`src/rtl/spi_readout_slave_if.sv`:
```
// SPI pin bundle between the Zynq (master) and the readout slave.
interface spi_readout_slave_if;
    logic spi_sclk;
    logic spi_ss_n;
    logic spi_mosi;
    logic spi_miso;

    modport master (
        output spi_sclk,
        output spi_ss_n,
        output spi_mosi,
        input  spi_miso
    );

    modport slave (
        input  spi_sclk,
        input  spi_ss_n,
        input  spi_mosi,
        output spi_miso
    );
endinterface

```
`src/rtl/spi_readout_slave.sv`:
```
// SPI mode-0 slave streaming channel-buffer words to the Zynq while capturing a
// command word; owns the buffer read address and wraps it at the programmed count.
module spi_readout_slave #(
    parameter int unsigned WORD_BITS   = 16,
    parameter int unsigned ADDR_BITS   = 12,
    parameter int unsigned SYNC_STAGES = 2,
    parameter int unsigned RD_LATENCY  = 1
) (
    input  logic                 sysclk,
    input  logic                 rst,
    spi_readout_slave_if.slave   spi,
    input  logic [15:0]          zynq_word_num,
    input  logic [WORD_BITS-1:0] rd_data,
    output logic [ADDR_BITS-1:0] rd_addr,
    output logic                 spi_done,
    output logic [WORD_BITS-1:0] cmd_word,
    output logic                 cmd_valid,
    output logic                 busy
);

    localparam int unsigned CNT_W = $clog2(WORD_BITS);
    localparam int unsigned LAT_W = $clog2(RD_LATENCY + 2);

    typedef enum logic [1:0] {
        IDLE,
        ARM,
        SHIFT,
        LOAD
    } state_e;

    // Pin synchronizers, packed as {sclk, ss_n, mosi}
    logic [2:0] sync_q [SYNC_STAGES];
    logic       sclk_s;
    logic       ss_n_s;
    logic       mosi_s;
    logic       sclk_d1_q;
    logic       ss_n_d1_q;
    logic       sclk_rise;
    logic       sclk_fall;
    logic       ss_fall;

    always_ff @(posedge sysclk) begin
        if (rst) begin
            for (int i = 0; i < int'(SYNC_STAGES); i++) begin
                sync_q[i] <= 3'b010;
            end
            sclk_d1_q <= 1'b0;
            ss_n_d1_q <= 1'b1;
        end else begin
            sync_q[0] <= {spi.spi_sclk, spi.spi_ss_n, spi.spi_mosi};
            for (int i = 1; i < int'(SYNC_STAGES); i++) begin
                sync_q[i] <= sync_q[i-1];
            end
            sclk_d1_q <= sclk_s;
            ss_n_d1_q <= ss_n_s;
        end
    end

    assign {sclk_s, ss_n_s, mosi_s} = sync_q[SYNC_STAGES-1];
    assign sclk_rise = sclk_s & ~sclk_d1_q;
    assign sclk_fall = ~sclk_s & sclk_d1_q;
    assign ss_fall   = ~ss_n_s & ss_n_d1_q;

    state_e               state_q, state_d;
    logic [CNT_W-1:0]     bit_cnt_q, bit_cnt_d;
    logic [LAT_W-1:0]     lat_q, lat_d;
    logic [WORD_BITS-1:0] shift_in_q, shift_in_d;
    logic [WORD_BITS-1:0] shift_out_q, shift_out_d;
    logic                 skip_q, skip_d;
    logic                 fall_pend_q, fall_pend_d;
    logic                 miso_q, miso_d;
    logic [ADDR_BITS-1:0] rd_addr_q, rd_addr_d;
    logic                 done_q, done_d;
    logic                 cmd_valid_q, cmd_valid_d;
    logic [WORD_BITS-1:0] cmd_word_q, cmd_word_d;
    logic                 busy_q, busy_d;
    logic [15:0]          addr_ext;
    logic [ADDR_BITS-1:0] addr_next;

    always_ff @(posedge sysclk) begin
        if (rst) begin
            state_q     <= IDLE;
            bit_cnt_q   <= '0;
            lat_q       <= '0;
            shift_in_q  <= '0;
            shift_out_q <= '0;
            skip_q      <= 1'b0;
            fall_pend_q <= 1'b0;
            miso_q      <= 1'b0;
            rd_addr_q   <= '0;
            done_q      <= 1'b0;
            cmd_valid_q <= 1'b0;
            cmd_word_q  <= '0;
            busy_q      <= 1'b0;
        end else begin
            state_q     <= state_d;
            bit_cnt_q   <= bit_cnt_d;
            lat_q       <= lat_d;
            shift_in_q  <= shift_in_d;
            shift_out_q <= shift_out_d;
            skip_q      <= skip_d;
            fall_pend_q <= fall_pend_d;
            miso_q      <= miso_d;
            rd_addr_q   <= rd_addr_d;
            done_q      <= done_d;
            cmd_valid_q <= cmd_valid_d;
            cmd_word_q  <= cmd_word_d;
            busy_q      <= busy_d;
        end
    end

    always_comb begin
        state_d     = state_q;
        bit_cnt_d   = bit_cnt_q;
        lat_d       = lat_q;
        shift_in_d  = shift_in_q;
        shift_out_d = shift_out_q;
        skip_d      = skip_q;
        fall_pend_d = fall_pend_q;
        miso_d      = miso_q;
        rd_addr_d   = rd_addr_q;
        done_d      = 1'b0;
        cmd_valid_d = 1'b0;
        cmd_word_d  = cmd_word_q;
        busy_d      = ~ss_n_s;

        // Counts of 0 or 1 keep the address pinned at zero
        addr_ext  = 16'(rd_addr_q);
        addr_next = (zynq_word_num > 16'd1 && addr_ext < zynq_word_num - 16'd1)
                    ? rd_addr_q + ADDR_BITS'(1) : '0;

        case (state_q)
            IDLE: begin
                bit_cnt_d = '0;
                lat_d     = '0;
                miso_d    = 1'b0;
                rd_addr_d = '0;
                if (ss_fall) begin
                    state_d = ARM;
                end
            end
            ARM: begin
                if (lat_q == LAT_W'(RD_LATENCY - 1)) begin
                    shift_out_d = rd_data;
                    miso_d      = rd_data[WORD_BITS-1];
                    bit_cnt_d   = '0;
                    skip_d      = 1'b0;
                    fall_pend_d = 1'b0;
                    state_d     = SHIFT;
                end else begin
                    lat_d = lat_q + LAT_W'(1);
                end
            end
            SHIFT: begin
                if (sclk_rise) begin
                    shift_in_d = {shift_in_q[WORD_BITS-2:0], mosi_s};
                    bit_cnt_d  = bit_cnt_q + CNT_W'(1);
                    if (bit_cnt_q == CNT_W'(WORD_BITS - 1)) begin
                        done_d      = 1'b1;
                        cmd_valid_d = 1'b1;
                        cmd_word_d  = {shift_in_q[WORD_BITS-2:0], mosi_s};
                        lat_d       = '0;
                        fall_pend_d = 1'b0;
                        state_d     = LOAD;
                    end
                end else if (sclk_fall) begin
                    // First fall after a reload only exposes the new MSB
                    if (skip_q) begin
                        skip_d = 1'b0;
                        miso_d = shift_out_q[WORD_BITS-1];
                    end else begin
                        shift_out_d = shift_out_q << 1;
                        miso_d      = shift_out_q[WORD_BITS-2];
                    end
                end
            end
            LOAD: begin
                if (lat_q == '0) begin
                    rd_addr_d = addr_next;
                end
                if (sclk_fall) begin
                    fall_pend_d = 1'b1;
                end
                // rd_data reflects the new address RD_LATENCY cycles after it settles
                if (lat_q == LAT_W'(RD_LATENCY + 1)) begin
                    shift_out_d = rd_data;
                    state_d     = SHIFT;
                    fall_pend_d = 1'b0;
                    if (sclk_fall || fall_pend_q) begin
                        miso_d = rd_data[WORD_BITS-1];
                        skip_d = 1'b0;
                    end else begin
                        skip_d = 1'b1;
                    end
                end else begin
                    lat_d = lat_q + LAT_W'(1);
                end
            end
            default: state_d = IDLE;
        endcase

        // SS release aborts any partial word; a word completing this cycle still reports
        if (state_q != IDLE && ss_n_s) begin
            state_d     = IDLE;
            bit_cnt_d   = '0;
            lat_d       = '0;
            miso_d      = 1'b0;
            rd_addr_d   = '0;
            skip_d      = 1'b0;
            fall_pend_d = 1'b0;
        end
    end

    assign spi.spi_miso = miso_q;
    assign rd_addr      = rd_addr_q;
    assign spi_done     = done_q;
    assign cmd_valid    = cmd_valid_q;
    assign cmd_word     = cmd_word_q;
    assign busy         = busy_q;

endmodule

```
`src/flat_wrapper.sv`:
```
// flat-port wrapper written by rule: the top's interface ports become plain ports
module spi_readout_slave_flat 
#(
    parameter int unsigned WORD_BITS   = 16,
    parameter int unsigned ADDR_BITS   = 12,
    parameter int unsigned SYNC_STAGES = 2,
    parameter int unsigned RD_LATENCY  = 1
)
  (sysclk, rst, zynq_word_num, rd_data, rd_addr, spi_done, cmd_word, cmd_valid, busy, spi_spi_sclk, spi_spi_ss_n, spi_spi_mosi, spi_spi_miso);
  spi_readout_slave_if spi_i ();
  input  logic sysclk;
  input  logic rst;
  input  logic [15:0] zynq_word_num;
  input  logic [WORD_BITS-1:0] rd_data;
  output logic [ADDR_BITS-1:0] rd_addr;
  output logic spi_done;
  output logic [WORD_BITS-1:0] cmd_word;
  output logic cmd_valid;
  output logic busy;
  input wire logic [$bits(spi_i.spi_sclk)-1:0] spi_spi_sclk;
  input wire logic [$bits(spi_i.spi_ss_n)-1:0] spi_spi_ss_n;
  input wire logic [$bits(spi_i.spi_mosi)-1:0] spi_spi_mosi;
  output wire logic [$bits(spi_i.spi_miso)-1:0] spi_spi_miso;
  assign spi_i.spi_sclk = spi_spi_sclk;
  assign spi_i.spi_ss_n = spi_spi_ss_n;
  assign spi_i.spi_mosi = spi_spi_mosi;
  assign spi_spi_miso = spi_i.spi_miso;
  spi_readout_slave #(.WORD_BITS(WORD_BITS), .ADDR_BITS(ADDR_BITS), .SYNC_STAGES(SYNC_STAGES), .RD_LATENCY(RD_LATENCY)) u_core (.sysclk(sysclk), .rst(rst), .spi(spi_i), .zynq_word_num(zynq_word_num), .rd_data(rd_data), .rd_addr(rd_addr), .spi_done(spi_done), .cmd_word(cmd_word), .cmd_valid(cmd_valid), .busy(busy));
endmodule
```
`config.mk`:
```
export PLATFORM = sky130hd
export DESIGN_NAME = spi_readout_slave_flat
export DESIGN_NICKNAME = d
export VERILOG_FILES = /design/src/rtl/spi_readout_slave_if.sv /design/src/rtl/spi_readout_slave.sv /design/src/flat_wrapper.sv
export SDC_FILE = /design/constraint.sdc
export NUM_CORES = 1
export LEC_CHECK = 0
export BUFFER_PORTS_ARGS = -buffer_cell sky130_fd_sc_hd__buf_2
export CORE_UTILIZATION = 45
export DETAILED_ROUTE_END_ITERATION = 16
export PLACE_DENSITY = 0.67
export SLEW_MARGIN = 20
export SYNTH_ARGS = -nofsm -noshare
export SYNTH_HDL_FRONTEND = slang
export SYNTH_SLANG_ARGS = --single-unit
```
`constraint.sdc`:
```
create_clock -name sysclk -period 3.4 [get_ports sysclk]
set_input_delay 0.17 -clock sysclk [delete_from_list [all_inputs] [get_ports sysclk]]
set_output_delay 0.17 -clock sysclk [all_outputs]
set_load 0.005 [all_outputs]
```
Yosys cells after proc, flatten, opt, wreduce, memory -nomap -nowiden
Memories as Yosys holds them, arrays and structs flattened.
Index checks and enable logic that the tools add are counted.

storage, ports and cells
  register bits = 74
  RAM bits = 6
  output and inout port bits = 32
  memories = 1

memory list
  name           words  width  read ports  clocked after memory_dff  wr ports  RTL line                 text
  u_core.sync_q  2      3      2           0                         2         spi_readout_slave.sv:32  logic [2:0] sync_q [SYNC_STAGES];

cells by class
  add/subtract/negate cells = 4
  $lt $le $gt $ge = 2
  eq/ne operators = 18
  muxes and demuxes = 47
  bitwise logic cells = 10
  reduce and logical (&&, ||, !) cells = 21

operators by type and width
  operator                                                                  number
  16-bit two-way mux                                                        5
  16-bit one-hot mux with 3 select lines                                    1
  12-bit two-way mux                                                        2
  12-bit one-hot mux with 2 select lines                                    1
  5-bit AND reduction                                                       4
  1-bit two-way mux                                                         19
  2-bit two-way mux                                                         9
  16-bit by 1-bit > comparator with 1-bit output (second input constant)    1
  12-bit by 16-bit less-than comparator with 1-bit output                   1
  2-bit by 1-bit inequality test with 1-bit output (second input constant)  8
  2-bit one-hot mux with 4 select lines                                     2
  16-bit by 1-bit subtractor with 16-bit output (second input constant)     1
  12-bit by 1-bit adder with 12-bit output (second input constant)          1
  4-bit one-hot mux with 3 select lines                                     1
  4-bit two-way mux                                                         2
  2-bit inequality test (second input constant)                             4
  2-bit equality test (second input constant)                               3
  3-bit two-way mux                                                         2
  1-bit one-hot mux with 3 select lines                                     2
  3-bit AND reduction                                                       2
  6-bit AND reduction                                                       1
  3-bit nonzero test                                                        2
  1-bit NOT                                                                 5
  4-bit by 1-bit adder with 4-bit output (second input constant)            1
  other kinds (15)                                                          22

Logic depth before layout (Yosys ltp)
An unclocked memory read counts as a cell.

  depth after elaboration = 7
  depth in mapped cells = 14
  depth with buffers taken out = 13

Least setup slack after synthesis
OpenSTA, ideal clock, no wires.

  path type = input port to flip-flop
  from = input zynq_word_num[1]
  to = register u_core.rd_addr_q[2] (netlist: u_core.rd_addr[2])
  arrival time = 2350 ps
  data required time = 3328 ps
  slack = 978 ps
  stages = 14
  path buffers = 1
  cell sequence = inv_1 ha_1 nor3b_2 nand2_1 xor2_1 ha_1 nand2_1 a2111oi_0 a2111oi_0 o21ai_1 a21oi_4 buf_6 nand2_1 mux2i_1

on the way
  cells in the longest elaborated chain, start to end = 6
  elaborated cells on any way between the ends = 7
  classes of those cells = 1 x add/sub; 2 x order compare; 3 x mux; 1 x reduce/logical

RTL lines
  item                                                     RTL line                  text
  start: declaration                                       flat_wrapper.sv:13        input logic [15:0] zynq_word_num;
  16-bit by 1-bit subtractor with 16-bit output            spi_readout_slave.sv:129  addr_next = (zynq_word_num > 16'd1 && addr_ext < zynq_word_num - 16'd1)
  12-bit by 16-bit less-than comparator with 1-bit output  spi_readout_slave.sv:129
  1-bit logical AND (*)                                    spi_readout_slave.sv:129
  12-bit two-way mux (*)                                   spi_readout_slave.sv:130  ? rd_addr_q + ADDR_BITS'(1) : '0;
  12-bit two-way mux (*)                                   spi_readout_slave.sv:178  if (lat_q == '0) begin
  12-bit one-hot mux with 2 select lines (*)               spi_readout_slave.sv:132  case (state_q)
  end signal: assignment                                   spi_readout_slave.sv:104  rd_addr_q <= rd_addr_d;
  end: declaration                                         spi_readout_slave.sv:72   logic [ADDR_BITS-1:0] rd_addr_q, rd_addr_d;

Mark *: on every way between the ends. The rest lies on a longest branch, timed or not. The select of a mux whose other input is x is not followed.
A chain may end at the register's enable or synchronous reset.

Worst setup path after layout
  from = input zynq_word_num[1]
  to = register u_core.rd_addr_q[7] (netlist: u_core.rd_addr[7])

The elaborated chain is that of the path after synthesis.

==> impl_results.md <==
* Run status: completed
* Commonest non-fill, non-tap cell in the layout: nand2_1
* Endpoint required time on the critical path at 3.69 ns
* Total number of yosys warnings at 0
* Final max-slew violation count at 0
* Top-level port count at 69
* Total power at 1.85 mW
* Non-filler cells in the finished layout at 611
* Mapped cell area at 0.00376 mm2
* Start-to-end type of the worst setup path: in2reg
* Worst hold slack after final layout at 0.0137 ns
* Sw Ratio at 0.233
* Gate Count Post-Synth at 445
* CTS tree: built
* Commonest cells after routing, fill and taps aside: nand2_1 (83), dfxtp_1 (80), buf_2 (68), nor2_1 (47), a21oi_1 (39)
* CP max FO at 19
* Number of placed instances, taps included at 593
* Largest area contributor in the netlist: dfxtp_1
* Total power density per cell area at 422 mW/mm2
* CP Capture Type: register
* Iteration count of the initial detailed-routing pass at 4
* Tmin final at 2.59 ns
* WL/cell at 12.0 um
* Post-place instance area at 0.00415 mm2
* Layout overhead on the synthesized area at 16.8%
* Flop2flop setup slack at 0.96 ns
* Drt total wl at 7320 um
* Detailed placer's ending HPWL at 5200 um
* Dominant register cell in the synthesized netlist: dfxtp_1
* Area occupied by multi-input gates at 0.00203 mm2
* CTS Root Buffer Type: clkbuf_8
* Number of antenna cells inserted at 0
* Crit path DAT at 2.88 ns
* Relative contribution of the clock network to total power at 0.395
* Sum Neg Setup Slack at 0 ns
* Power share of the sequential group at 0.524
* DRC at 0
* Transition time of the tightest slew-check pin at 1.07 ns
* Largest net degree at the start of global routing at 56
* First-pass GRT wire length at 12600 um
* Biggest area contributors in the synthesized netlist: dfxtp_1 (43%), nand2_1 (8.3%), ha_1 (5.7%), a21oi_1 (5.2%), mux2i_1 (5.1%)
* Die height at 93.5 um
* Proportion of register bits with asynchronous set or reset after synthesis at 0
* Fraction of final layout cells sized beyond drive strength 1 at 0.196
* Mean post-synth cell area at 8.46 um2
* Instance count along the most critical hold path at 2
* Syn Nets at 499
* Congestion Overflow GR at 0
* Slew Limit Headroom at 0.283
* Setup repair after global routing missed its margin: false
* Gpl congestion at 0.788
* Initial DRC Count at 114
* Vias per std cell at 5.12
* Combinational share of power at 0.082
* Kind of path behind the tightest hold check: in2reg
* Post-layout nets at 558
* Share of the synthesized area in the top cell type at 0.426
* Count of different cell masters after synthesis at 49
* Clock buffers created by TritonCTS at 9
* Clock edge transition at the registers on the reported setup and hold paths at 0.08 ns
* Power spent charging and discharging nets at 0.431 mW
* Placement Rows at 32
* Number of routed nets with antenna violations at 0
* Number of enable flip-flop cells after synthesis at 0
* Storage element area at 0.00160 mm2
* Sequential cell area fraction in the yosys report at 0.426
* Antenna violations before repair at 0
* Worst supply voltage drop on vdd at 0.271 mV
* Final core utilization at 0.557
* Vias after detailed routing at 3126
* Clock Skew at 0.00795 ns
* Total number of clock tree sinks at 80
* Maximum clock path buffer count at 2
* Vias in the first global route at 2844
* Cell Int Power at 1.42 mW
* Area of the die at 0.00873 mm2
* Fillcell total at 736
* Final Cycle Share at 0.761
* Core outline area at 0.00789 mm2
* Post CTS Setup Buffer Count at 0
* Design Area, Final at 0.00439 mm2
* Achievable clock frequency at 387 MHz
* I/O Buffers at 68
* Count of cells along the worst register-to-register path at 8
* Leakage power of the design at 1.87 nW
* Number of register bits inferred by synthesis at 80
* Worst slack at placement at 0.466 ns
* All-Layer GR Usage at 0.180
* Die boundary width at 93.5 um
* Slack of the critical path at 0.814 ns
* Number of H-tree levels at 3
* Startpoint type of the worst setup path: input port
* Number of hold buffers added after cts at 1
* Post-cts sizing count at 0
* Maximum capacitance violations at 0
* Clk Latency, worst-skew pair at 0.34 ns
* Effective utilization at floorplan at 0.477
* Final Hold Viols at 0
* # setup viols final at 0
-- Yosys cell counts (3+ instances only) --
cell type	count
nand2_1	83
nor2b_1	8
xnor2_1	5
o21ai_1	3
a22o_1	6
nor3_1	6
buf_2	5
inv_1	10
nand3b_1	3
mux2i_1	19
a211oi_1	19
a21oi_1	39
a21o_1	7
ha_1	17
nor2_1	47
nand4_1	3
dfxtp_1	80
xor2_1	7
nand3_1	15
clkbuf_1	17
o21ai_0	4
nand2b_1	7
-- power by group through the flow --
| stage | combinational, mW | sequential [mW] | clock [mW] |
|---|---|---|---|
| global route | 0.171 | 0.975 | 0.792 |
| global placement | 0.146 | 0.992 | 0 |
| detailed placement | 0.150 | 0.993 | 0 |
| finish | 0.151 | 0.971 | 0.732 |
| floorplan | 0.104 | 0.986 | 0 |
| CTS | 0.151 | 0.971 | 0.754 |
-- cells by family after synthesis --
group | share of synthesized area
flops | 0.426
simple gates | 0.236
compound gates | 0.162
mux | 0.0535
buf+inv | 0.0386
fa+ha+maj | 0.0565
xor+xnor | 0.0279
-- flip-flops by register name, indices dropped and copies added (netlist names) --
register / cells
u_core.bit_cnt_q: 4
u_core.busy: 1
u_core.cmd_word: 16
u_core.fall_pend_q: 1
u_core.lat_q: 2
u_core.rd_addr: 12
u_core.sclk_d1_q: 1
u_core.shift_in_q: 15
u_core.shift_out_q: 16
u_core.skip_q: 1
u_core.spi.spi_miso: 1
u_core.spi_done: 1
u_core.ss_n_d1_q: 1
u_core.state_q: 2
u_core.sync_q: 6
-- worst max-delay path: stages --
cell	delay, ns
buf_2	0.12
inv_1	0.08
ha_1	0.19
nor3b_2	0.33
nand2_1	0.11
xor2_1	0.15
ha_1	0.26
nand2_1	0.08
a2111oi_0	0.06
a2111oi_0	0.40
o21ai_1	0.18
a21oi_4	0.43
a21o_1	0.18
a22o_1	0.12
-- final cells by class --
class	instances	share of cell area
inverters	10	0.00854
clock buffers	12	0.0376
clock inverters	4	0.0117
multi-input cells	331	0.462
flip-flops and latches	80	0.364
well taps	102	0.0290
repair buffers	72	0.0866
-- path summary, 6_finish.rpt --
path	startpoint	to
max	zynq_word_num[1]	u_core.rd_addr[7]
min	rst	u_core.busy
max reg2reg	u_core.rd_addr[2]	u_core.rd_addr[7]
min reg2reg	u_core.sync_q[0][1]	u_core.sync_q[0][4]
-- per-layer routing --
metal	routed length (um)	track usage	vias to the layer above
met5	0	0	-
met4	123	0.0731	0
met3	253	0.0374	9
met2	3280	0.290	52
met1	3660	0.234	1413
li1	-	-	1652
Power figures use the tool's default switching activity.
